===== src/rtl/pipe_hazard_ctrl_if.sv =====
// Pipeline hazard control bundle: RR/EX instruction fields in, stall/validity/LM sequencing out.
// master = pipeline datapath side, slave = hazard controller side.
interface pipe_hazard_ctrl_if;
  logic       rr_valid;
  logic [2:0] rr_src0;
  logic [2:0] rr_src1;
  logic       rr_src0_used;
  logic       rr_src1_used;
  logic [1:0] rr_LMStart;
  logic [7:0] rr_LM_regs;
  logic       ex_valid;
  logic       ex_mem_ans;
  logic       ex_W_reg;
  logic [2:0] ex_RDest;
  logic [1:0] ex_Jump;
  logic       ex_stop;

  logic       stall_IF;
  logic       stall_ID;
  logic       stall_ID_RR;
  logic       stall_RR;
  logic       valid_ID_RR;
  logic       valid_RR_EX;
  logic [2:0] lm_index;
  logic       lm_first;
  logic       lm_last;
  logic       halted;

  modport master (
    output rr_valid, rr_src0, rr_src1, rr_src0_used, rr_src1_used, rr_LMStart, rr_LM_regs,
    output ex_valid, ex_mem_ans, ex_W_reg, ex_RDest, ex_Jump, ex_stop,
    input  stall_IF, stall_ID, stall_ID_RR, stall_RR, valid_ID_RR, valid_RR_EX,
    input  lm_index, lm_first, lm_last, halted
  );

  modport slave (
    input  rr_valid, rr_src0, rr_src1, rr_src0_used, rr_src1_used, rr_LMStart, rr_LM_regs,
    input  ex_valid, ex_mem_ans, ex_W_reg, ex_RDest, ex_Jump, ex_stop,
    output stall_IF, stall_ID, stall_ID_RR, stall_RR, valid_ID_RR, valid_RR_EX,
    output lm_index, lm_first, lm_last, halted
  );
endinterface


===== src/rtl/pipe_hazard_ctrl.sv =====
// Pipeline hazard controller: halt, branch flush, load-use bubble and LM/SM micro-op sequencing.
// Outputs are combinational from state and inputs; state updates on negedge clk like the pipe regs.
// Optional: define HAZ_LOAD_USE_EN to include the load-use interlock.
module pipe_hazard_ctrl (
  input  logic                clk,
  input  logic                resetn,
  pipe_hazard_ctrl_if.slave   bus
);

  typedef enum logic [1:0] {RUN, MULTI, HALT} state_t;

  state_t     r_state;
  state_t     w_next_state;
  logic [7:0] r_lm_mask;
  logic [7:0] w_next_mask;

  logic       w_halt_req;
  logic       w_flush;
  logic       w_load_use;
  logic [7:0] w_rr_low;
  logic       w_rr_multi;
  logic [7:0] w_mask_low;
  logic       w_mask_last;

  logic       w_stall_fe;
  logic       w_valid_id_rr;
  logic       w_valid_rr_ex;
  logic [2:0] w_lm_index;
  logic       w_lm_first;
  logic       w_lm_last;
  logic       w_halted;

  // Index of the lowest set bit of a register list.
  function automatic logic [2:0] low_idx(input logic [7:0] v);
    logic [2:0] idx;
    idx = 3'd0;
    for (int i = 7; i >= 0; i--) begin
      if (v[i]) idx = 3'(i);
    end
    return idx;
  endfunction

  assign w_halt_req = bus.ex_valid & bus.ex_stop;
  assign w_flush    = bus.ex_valid & (bus.ex_Jump != 2'b00);

`ifdef HAZ_LOAD_USE_EN
  assign w_load_use = bus.rr_valid & bus.ex_valid & bus.ex_mem_ans & bus.ex_W_reg &
                      ((bus.rr_src0_used & (bus.rr_src0 == bus.ex_RDest)) |
                       (bus.rr_src1_used & (bus.rr_src1 == bus.ex_RDest)));
`else
  logic w_unused_lu;
  assign w_unused_lu = ^{bus.rr_src0, bus.rr_src1, bus.rr_src0_used, bus.rr_src1_used,
                         bus.ex_mem_ans, bus.ex_W_reg, bus.ex_RDest};
  assign w_load_use  = 1'b0;
`endif

  // Lowest-bit isolation for the incoming list and for the remaining mask.
  assign w_rr_low    = bus.rr_LM_regs & (~bus.rr_LM_regs + 8'd1);
  assign w_rr_multi  = (bus.rr_LM_regs & (bus.rr_LM_regs - 8'd1)) != 8'd0;
  assign w_mask_low  = r_lm_mask & (~r_lm_mask + 8'd1);
  assign w_mask_last = (r_lm_mask & (r_lm_mask - 8'd1)) == 8'd0;

  // Prioritised next-state and output decode: reset, halt, flush, load-use, MULTI/LM, normal.
  always_comb begin
    w_next_state  = r_state;
    w_next_mask   = r_lm_mask;
    w_stall_fe    = 1'b0;
    w_valid_id_rr = 1'b1;
    w_valid_rr_ex = bus.rr_valid;
    w_lm_index    = 3'd0;
    w_lm_first    = 1'b0;
    w_lm_last     = 1'b0;
    w_halted      = 1'b0;

    if (!resetn) begin
      w_next_state  = RUN;
      w_next_mask   = 8'd0;
      w_valid_id_rr = 1'b0;
      w_valid_rr_ex = 1'b0;
    end else if ((r_state == HALT) || w_halt_req) begin
      w_next_state  = HALT;
      w_next_mask   = 8'd0;
      w_stall_fe    = 1'b1;
      w_valid_id_rr = 1'b0;
      w_valid_rr_ex = 1'b0;
      w_halted      = 1'b1;
    end else if (w_flush) begin
      w_next_state  = RUN;
      w_next_mask   = 8'd0;
      w_valid_id_rr = 1'b0;
      w_valid_rr_ex = 1'b0;
    end else if (w_load_use) begin
      w_stall_fe    = 1'b1;
      w_valid_rr_ex = 1'b0;
    end else if (r_state == MULTI) begin
      w_lm_index    = low_idx(r_lm_mask);
      w_valid_rr_ex = 1'b1;
      w_next_mask   = r_lm_mask & ~w_mask_low;
      if (w_mask_last) begin
        w_lm_last    = 1'b1;
        w_next_state = RUN;
      end else begin
        w_stall_fe   = 1'b1;
      end
    end else if (bus.rr_valid && (bus.rr_LMStart != 2'b00)) begin
      if (bus.rr_LM_regs == 8'd0) begin
        w_valid_rr_ex = 1'b0;
      end else begin
        w_lm_index = low_idx(bus.rr_LM_regs);
        w_lm_first = 1'b1;
        if (w_rr_multi) begin
          w_stall_fe   = 1'b1;
          w_next_mask  = bus.rr_LM_regs & ~w_rr_low;
          w_next_state = MULTI;
        end else begin
          w_lm_last    = 1'b1;
        end
      end
    end
  end

  // State and remaining LM list, updated on the pipeline's negedge.
  always_ff @(negedge clk or negedge resetn) begin
    if (!resetn) begin
      r_state   <= RUN;
      r_lm_mask <= 8'd0;
    end else begin
      r_state   <= w_next_state;
      r_lm_mask <= w_next_mask;
    end
  end

  assign bus.stall_IF    = w_stall_fe;
  assign bus.stall_ID    = w_stall_fe;
  assign bus.stall_ID_RR = w_stall_fe;
  assign bus.stall_RR    = 1'b0;
  assign bus.valid_ID_RR = w_valid_id_rr;
  assign bus.valid_RR_EX = w_valid_rr_ex;
  assign bus.lm_index    = w_lm_index;
  assign bus.lm_first    = w_lm_first;
  assign bus.lm_last     = w_lm_last;
  assign bus.halted      = w_halted;

endmodule


===== src/flat_wrapper.sv =====
// flat-port wrapper written by rule: the top's interface ports become plain ports
module pipe_hazard_ctrl_flat 
  (clk, resetn, bus_rr_valid, bus_rr_src0, bus_rr_src1, bus_rr_src0_used, bus_rr_src1_used, bus_rr_LMStart, bus_rr_LM_regs, bus_ex_valid, bus_ex_mem_ans, bus_ex_W_reg, bus_ex_RDest, bus_ex_Jump, bus_ex_stop, bus_stall_IF, bus_stall_ID, bus_stall_ID_RR, bus_stall_RR, bus_valid_ID_RR, bus_valid_RR_EX, bus_lm_index, bus_lm_first, bus_lm_last, bus_halted);
  pipe_hazard_ctrl_if bus_i ();
  input  logic clk;
  input  logic resetn;
  input wire logic [$bits(bus_i.rr_valid)-1:0] bus_rr_valid;
  input wire logic [$bits(bus_i.rr_src0)-1:0] bus_rr_src0;
  input wire logic [$bits(bus_i.rr_src1)-1:0] bus_rr_src1;
  input wire logic [$bits(bus_i.rr_src0_used)-1:0] bus_rr_src0_used;
  input wire logic [$bits(bus_i.rr_src1_used)-1:0] bus_rr_src1_used;
  input wire logic [$bits(bus_i.rr_LMStart)-1:0] bus_rr_LMStart;
  input wire logic [$bits(bus_i.rr_LM_regs)-1:0] bus_rr_LM_regs;
  input wire logic [$bits(bus_i.ex_valid)-1:0] bus_ex_valid;
  input wire logic [$bits(bus_i.ex_mem_ans)-1:0] bus_ex_mem_ans;
  input wire logic [$bits(bus_i.ex_W_reg)-1:0] bus_ex_W_reg;
  input wire logic [$bits(bus_i.ex_RDest)-1:0] bus_ex_RDest;
  input wire logic [$bits(bus_i.ex_Jump)-1:0] bus_ex_Jump;
  input wire logic [$bits(bus_i.ex_stop)-1:0] bus_ex_stop;
  output wire logic [$bits(bus_i.stall_IF)-1:0] bus_stall_IF;
  output wire logic [$bits(bus_i.stall_ID)-1:0] bus_stall_ID;
  output wire logic [$bits(bus_i.stall_ID_RR)-1:0] bus_stall_ID_RR;
  output wire logic [$bits(bus_i.stall_RR)-1:0] bus_stall_RR;
  output wire logic [$bits(bus_i.valid_ID_RR)-1:0] bus_valid_ID_RR;
  output wire logic [$bits(bus_i.valid_RR_EX)-1:0] bus_valid_RR_EX;
  output wire logic [$bits(bus_i.lm_index)-1:0] bus_lm_index;
  output wire logic [$bits(bus_i.lm_first)-1:0] bus_lm_first;
  output wire logic [$bits(bus_i.lm_last)-1:0] bus_lm_last;
  output wire logic [$bits(bus_i.halted)-1:0] bus_halted;
  assign bus_i.rr_valid = bus_rr_valid;
  assign bus_i.rr_src0 = bus_rr_src0;
  assign bus_i.rr_src1 = bus_rr_src1;
  assign bus_i.rr_src0_used = bus_rr_src0_used;
  assign bus_i.rr_src1_used = bus_rr_src1_used;
  assign bus_i.rr_LMStart = bus_rr_LMStart;
  assign bus_i.rr_LM_regs = bus_rr_LM_regs;
  assign bus_i.ex_valid = bus_ex_valid;
  assign bus_i.ex_mem_ans = bus_ex_mem_ans;
  assign bus_i.ex_W_reg = bus_ex_W_reg;
  assign bus_i.ex_RDest = bus_ex_RDest;
  assign bus_i.ex_Jump = bus_ex_Jump;
  assign bus_i.ex_stop = bus_ex_stop;
  assign bus_stall_IF = bus_i.stall_IF;
  assign bus_stall_ID = bus_i.stall_ID;
  assign bus_stall_ID_RR = bus_i.stall_ID_RR;
  assign bus_stall_RR = bus_i.stall_RR;
  assign bus_valid_ID_RR = bus_i.valid_ID_RR;
  assign bus_valid_RR_EX = bus_i.valid_RR_EX;
  assign bus_lm_index = bus_i.lm_index;
  assign bus_lm_first = bus_i.lm_first;
  assign bus_lm_last = bus_i.lm_last;
  assign bus_halted = bus_i.halted;
  pipe_hazard_ctrl u_core (.clk(clk), .resetn(resetn), .bus(bus_i));
endmodule

===== config.mk =====
export PLATFORM = sky130hd
export DESIGN_NAME = pipe_hazard_ctrl_flat
export DESIGN_NICKNAME = d
export VERILOG_FILES = /design/src/rtl/pipe_hazard_ctrl_if.sv /design/src/rtl/pipe_hazard_ctrl.sv /design/src/flat_wrapper.sv
export SDC_FILE = /design/constraint.sdc
export NUM_CORES = 1
export LEC_CHECK = 0
export BUFFER_PORTS_ARGS = -buffer_cell sky130_fd_sc_hd__clkbuf_2
export CAP_MARGIN = 30
export CORE_MARGIN = 1.5
export CORE_UTILIZATION = 46
export CTS_CLUSTER_DIAMETER = 40
export DETAILED_ROUTE_END_ITERATION = 7
export PLACE_DENSITY = 0.79
export SETUP_SLACK_MARGIN = 0.2
export SLEW_MARGIN = 20
export SYNTH_ARGS = -nofsm -noshare
export SYNTH_HDL_FRONTEND = slang
export SYNTH_SLANG_ARGS = --single-unit

===== constraint.sdc =====
create_clock -name clk -period 3.8 [get_ports clk]
set_input_delay 0.76 -clock clk [delete_from_list [all_inputs] [get_ports clk]]
set_output_delay 0.76 -clock clk [all_outputs]
set_load 0.005 [all_outputs]

==> metrics.md, run 1 <==
| Metric | Value |
|---|---|
| Status | complete, but fails checks |
| Failing checks | design-rule violations, negative setup slack |
| Synth top area cells | dfrtn_1, o21ai_0, o2bb2ai_1, nor2_1, a21oi_1 |
| I/O Pins | 42 |
| Die area | 2253 sq um |
| Crit end category | output port |
| Power Dens Cells | 223.9 nW/um^2 |
| Skew final | 0.3488 ps |
| Port Buf Inserts | 27 |
| CTS root buffer | clkbuf_4 |
| Post-DRT Antenna Nets | 0 |
| Vias in the first global route | 1282 |
| Synthesized area per cell | 7.580 sq um |
| Setup_tns | -9202 ps |
| Die width | 47.47 um |
| Most common cell in the synthesized netlist | o21ai_0 |
| Routed len/inst | 25.27 um |
| CTS tree | done |
| Number of flops mapped to enable cells by yosys | 0 |
| Iter 0 DRT Violations | 195 |
| MaxCap Viol Count | 0 |
| DR vias | 1582 |
| HP Start | u_core.r_lm_mask[4] |
| Setup WS post-layout | -836.1 ps |
| Starting Density | 0.5102 |
| Nets@finish | 227 |
| Crit path arrival time | 3880 ps |
| Row count | 15 |
| Crit path max-delay family | simple AND/OR/NAND/NOR gates |
| Initial antenna violation count | 0 |
| Synth Warn # | 0 |
| Dpl hpwl | 2.474 mm |
| Gr usage total | 0.3724 |
| Gr ovfl total | 0 |
| Post-synth top area share | 0.2476 |
| Placer Congestion | 0.9069 |
| First-pass GRT wire length | 5.761 mm |
| Routed WL | 5.584 mm |
| Synth Instances | 120 |
| Mapped Nets | 150 |
| Worst-path cell chain | nand2b_4 > nand4_1 > or3b_4 > o31ai_2 > clkbuf_2 |
| Worst setup SP type | flop |
| M3 GR Usage | 0.07170 |
| Routed vias/inst | 7.158 |
| Ys async rst share | 1.000 |
| Diode count | 0 |
| Total iterations of the first detailed-routing run | 8 |
| Clock sink total | 9 |
| Hold-fix buffers, CTS | 0 |
| Grt peak-use layer | met2 |
| Clk buf depth | 2 |
| Final Hold Fails | 0 |
| Share of layout cells above drive strength 1 | 0.6327 |
| Pleak | 0.7864 nW |
| Met1 usage | 0.4171 |
| Worst Tran Pin Value | 634.4 ps |
| Post-synth top flop | dfrtn_1 |
| Sequential area share after synthesis | 0.2476 |
| CP startpoint | u_core.r_state[1] |
| Synth-to-Final Area Change | 83.22% |
| Pin count of the biggest net entering global routing | 10 |
| Height of the chip | 47.47 um |
| Placed insts | 199 |
| Crit-path max FO | 3 |
| Met2 Use GR | 0.6486 |
| Setup repair after global routing missed its margin | true |
| CP required | 3040 ps |
| WP buf/inv | 1 |
| Yosys reg bits | 9 |
| Synth area leader | dfrtn_1 |
| Max transition margin | 0.5711 |
| CP max stage delay | 510 ps |
| Max VDD drop | 205.1 uV |
| Crit Path Class | reg2out |
| CTS H-tree depth | 1 |
| DP Worst Slack | -594.8 ps |
| DRC viols | 1 |
| R2r startpoint | u_core.r_state[1] |
| Clock transition at path regs | 60 ps |
| Commonest cells post-synth | o21ai_0, nor2_1, dfrtn_1, nand2_1, a21oi_1 |
| Worst min path class | reg2reg |
| Max-slew violations | 0 |
| Mapped cell area | 909.6 sq um |
| # setup viols final | 20 |
| Number of buffers created by CTS | 3 |
| Hold slack final | 588.9 ps |
| Area of the core | 1783 sq um |
| Clk_lat worst skew | 280 ps |
| Fin cells | 221 |
| Post-synthesis cell type count | 40 |
| Slowest cell on crit path | dfrtn_1 |
==> state kept, by name, summed over array words and instances (netlist names) <==
signal            flops
u_core.r_lm_mask      7
u_core.r_state        2
==> report_power, final <==
part / leakage, nW / internal [mW] / switching (mW)
sequential: 0.123 / 0.100 / 0.00522
clock: 0.0177 / 0.0391 / 0.0520
combinational: 0.646 / 0.0823 / 0.0942
==> per-layer routing <==
metal  vias up  wire, um
li1        606         -
met1       701      1806
met2       187      2406
met3        88       720
met4         0       651
met5         -         0
==> metrics by stage <==
stage / power (mW) / utilization / area (sq um)
finish: 0.3731 / 0.9347 / 1667
floorplan: 0.1590 / - / 933.4
CTS: 0.3186 / 0.8421 / 1501
global placement: 0.2075 / 0.7270 / 1296
global route: 0.3767 / 0.9347 / 1667
detailed placement: 0.2133 / 0.7270 / 1296
==> worst min-delay path, stage by stage, from the launching register on <==
cell	delay [ps]
dfrtn_1	430
buf_4	150
o2bb2ai_2	100
==> layout make-up <==
class,count,area [sq um]
inverters,4,17.52
clock buffers,3,22.52
well taps,25,31.28
clock inverters,1,5.005
fillers,54,116.4
flip-flops and latches,9,225.2
repair buffers,80,579.3
multi-input cells,99,785.8
==> worst paths after layout <==
check                                      end  slack (ps)  cells after the start
min in group asynchronous    u_core.r_state[1]        2110                      1
max in group asynchronous  u_core.r_lm_mask[6]        1260                      2
hold reg to reg            u_core.r_lm_mask[4]         590                      2
hold / removal             u_core.r_lm_mask[4]         590                      2
setup reg to reg           u_core.r_lm_mask[6]        1910                      8
setup / recovery               bus_lm_index[2]        -840                      5
==> cells by family (layout without fill, tap and decap cells) <==
group           Yosys count  in the layout  synth area share
other cells               1              1          0.004123
fa+ha+maj                 3              3           0.03301
simple gates             44             44            0.2641
compound gates           49             49            0.3480
flops                     9              9            0.2476
mux                       2              2           0.02201
buf+inv                  12             88           0.08113
==> timing repair <==
item,4_1_cts,5_1_grt
hold endpoints to repair,0,0
setup endpoints to repair,20,20
resized for setup,33,25
setup buffers,10,8
cloned,0,0
pin swaps,10,18
==> cell usage in the layout (no fill, tap or decap), types with 2 or more instances in the layout <==
master / n
nand2b_4: 2
buf_6: 11
nor3_1: 2
nor2_2: 2
o21ai_1: 3
o2bb2ai_2: 3
nand2_1: 7
buf_2: 2
or4_4: 3
nand2_4: 2
o2bb2ai_1: 2
clkbuf_2: 23
dfrtn_1: 9
nor2_4: 2
o31ai_1: 2
or3_1: 2
a21oi_1: 4
a211oi_1: 2
nor2_1: 7
a21oi_2: 2
o21ai_2: 7
o21bai_1: 2
o21a_1: 3
clkbuf_4: 3
o31ai_2: 2
buf_4: 44
o21ai_0: 9
maj3_1: 3
nand4_1: 3
inv_1: 2
No activity file was read; power rests on OpenSTA's default activity.
==> inputs of run 2 (changes only) <==
--- a/config.mk
+++ b/config.mk
@@ -8,10 +8,11 @@
 export BUFFER_PORTS_ARGS = -buffer_cell sky130_fd_sc_hd__clkbuf_2
 export CAP_MARGIN = 30
 export CORE_MARGIN = 1.5
-export CORE_UTILIZATION = 46
+export CORE_UTILIZATION = 41
 export CTS_CLUSTER_DIAMETER = 40
 export DETAILED_ROUTE_END_ITERATION = 7
-export PLACE_DENSITY = 0.79
+export GPL_TIMING_DRIVEN = 0
+export PLACE_DENSITY = 0.74
 export SETUP_SLACK_MARGIN = 0.2
 export SLEW_MARGIN = 20
 export SYNTH_ARGS = -nofsm -noshare
==> constraint.sdc (replaced) <==
create_clock -name clk -period 3.7 [get_ports clk]
set_input_delay 0.74 -clock clk [delete_from_list [all_inputs] [get_ports clk]]
set_output_delay 0.74 -clock clk [all_outputs]
set_load 0.005 [all_outputs]
==> run 2 against run 1 <==
- the run ends with negative setup slack left
- total power fell by 5.4%
- final cell count fell by 5.4%
- clock-buffer cell count rose by 1
- register-to-register slack got worse by 40 ps
- critical path depth rose by 1
- largest cell class unchanged
==> metrics.md, run 2 (synthesis gave the netlist of run 1 again) <==
| Metric | Value |
|---|---|
| Status | complete, but fails checks (unchanged) |
| First-pass GRT wire length | 4.733 mm (was 5.761 mm) |
| Setup repair after global routing missed its margin | true (unchanged) |
| Max-slew violations | 0 (unchanged) |
| Iter 0 DRT Violations | 66 (was 195) |
| Commonest non-fill, non-tap cells in the layout | buf_4, clkbuf_2, buf_6 (unchanged) |
| # setup viols final | 20 (unchanged) |
| Crit path arrival time | 3890 ps (was 3880 ps) |
| Starting Density | 0.4499 (was 0.5102) |
| Max VDD drop | 191.5 uV (was 205.1 uV) |
| Fillers | 119 (was 54) |
| Number of buffers created by CTS | 3 (unchanged) |
| Routed WL | 3.825 mm (was 5.584 mm) |
| Post-DRT Antenna Nets | 0 (unchanged) |
| Clk buf depth | 2 (unchanged) |
| Routed vias/inst | 6.067 (was 7.158) |
| Dpl hpwl | 1.910 mm (was 2.474 mm) |
| Placer Congestion | 0.8744 (was 0.9069) |
| Routed len/inst | 18.30 um (was 25.27 um) |
| Clock transition at path regs | 50 ps (was 60 ps) |
| Total iterations of the first detailed-routing run | 5 (was 8) |
| I/O Pins | 42 (unchanged) |
| DRC viols | 0 (was 1) |
| Worst min path class | reg2reg (unchanged) |
| DR vias | 1268 (was 1582) |
| Max reg flops | 7 (unchanged) |
| Setup_tns | -10390 ps (was -9202 ps) |
| Skew final | 4.075 ps (was 0.3488 ps) |
| Crit Path Class | reg2out (unchanged) |
| Gr usage total | 0.2454 (was 0.3724) |
| Clock sink total | 9 (unchanged) |
| Share of layout cells above drive strength 1 | 0.5604 (was 0.6327) |
| DP Worst Slack | -904.2 ps (was -594.8 ps) |
| Nets@finish | 213 (was 227) |
| Area of the core | 2022 sq um (was 1783 sq um) |
| Area of the multi-input gates | 777.0 sq um (was 785.8 sq um) |
| Setup WS post-layout | -931.4 ps (was -836.1 ps) |
| Largest registers | u_core.r_lm_mask (7), u_core.r_state (2) (unchanged) |
| MaxCap Viol Count | 0 (unchanged) |
| Initial antenna violation count | 0 (unchanged) |
| Worst Tran Pin Value | 1346 ps (was 634.4 ps) |
| Failing checks | negative setup slack (was design-rule violations, negative setup slack) |
| Die area | 2510 sq um (was 2253 sq um) |
| Power Dens Cells | 221.1 nW/um^2 (was 223.9 nW/um^2) |
| Most common cell after layout, fill and taps aside | buf_4 (unchanged) |
| CTS H-tree depth | 1 (unchanged) |
| Vias in the first global route | 1027 (was 1282) |
| Register area | 225.2 sq um (unchanged) |
| Row count | 16 (was 15) |
| Final Hold Fails | 0 (unchanged) |
| Gr ovfl total | 0 (unchanged) |
| Largest Register | u_core.r_lm_mask (unchanged) |
| Clk_lat worst skew | 290 ps (was 280 ps) |
| Die width | 50.10 um (was 47.47 um) |
| Hold-fix buffers, CTS | 0 (unchanged) |
| Port Buf Inserts | 26 (was 27) |
| Diode count | 0 (unchanged) |
| CTS tree | done (unchanged) |
| Max transition margin | 0.09125 (was 0.5711) |
| Crit-path max FO | 3 (unchanged) |
| Pin count of the biggest net entering global routing | 16 (was 10) |
| Pleak | 0.7294 nW (was 0.7864 nW) |
| Synth-to-Final Area Change | 75.52% (was 83.22%) |
| CTS root buffer | clkbuf_4 (unchanged) |
| CP required | 2960 ps (was 3040 ps) |
| Height of the chip | 50.10 um (was 47.47 um) |
| Crit end category | output port (unchanged) |
| Worst setup SP type | flop (unchanged) |
==> run 2: changes by cell type in the layout (fill, tap and decap cells not counted), moves of 2 or more <==
cell	delta
buf_4	-18
buf_6	+2
buf_8	+2
nand2_1	+2
nand2_4	-2
o21ai_2	-2
o31ai_2	-2
==> run 2: report_power, final <==
part | leakage (nW) | internal [mW] | switching, mW
Clock | 0.0150 | 0.0420 | 0.0453
Sequential | 0.123 | 0.103 | 0.00472
Combinational | 0.591 | 0.0801 | 0.0779
==> run 2: per-stage QoR <==
step	total power, mW	hold slack, ps	instance area, sq um	utilization	std cells
6_report	0.3530	555.3	1597	0.7896	209
5_1_grt	0.3674	614.0	1597	0.7896	209
3_3_place_gp	0.1951	517.9	1101	0.5446	173
2_1_floorplan	0.1639	477.2	937.1	-	120
4_1_cts	0.3031	534.3	1333	0.6590	191
3_5_place_dp	0.1977	519.7	1101	0.5446	173
==> run 2: final timing paths <==
check | from | end | slack [ps] | cells past startpoint
min reg2reg | u_core.r_lm_mask[5] | u_core.r_lm_mask[5] | 560 | 1
min in group asynchronous | resetn | u_core.r_lm_mask[6] | 2080 | 1
min | u_core.r_lm_mask[5] | u_core.r_lm_mask[5] | 560 | 1
max reg2reg | u_core.r_state[0] | u_core.r_lm_mask[3] | 1870 | 9
max in group asynchronous | resetn | u_core.r_lm_mask[5] | 1330 | 1
max | u_core.r_state[0] | bus_lm_index[2] | -930 | 6
==> run 2: timing repair <==
| item | 4_1_cts | 5_1_grt |
|---|---|---|
| cloned | 1 | 0 |
| setup buffers | 13 | 18 |
| endpoints found under the setup margin | 20 | 20 |
| gates resized for setup | 28 | 34 |
| pin swaps | 9 | 11 |
==> run 2: cell type report <==
class	count	area share
plain buffers	8	0.04781
clock buffers	4	0.01646
inverters	4	0.01097
multi-input cells	99	0.4867
flip-flops and latches	9	0.1411
well taps	27	0.02116
repair buffers	58	0.2759
==> run 2: routing by layer <==
metal	global-route usage	wire (um)
met1	0.3333	1481
met2	0.4123	1961
met3	0.009091	270
met4	0.08333	111
met5	0	0
==> run 2: worst max-delay path, cell delays in order (launching register included) <==
cell and delay, ps:
dfrtn_1 520, nand2b_4 190, nand4_1 150, or3b_4 460
buf_8 140, o31ai_4 160, buf_2 140
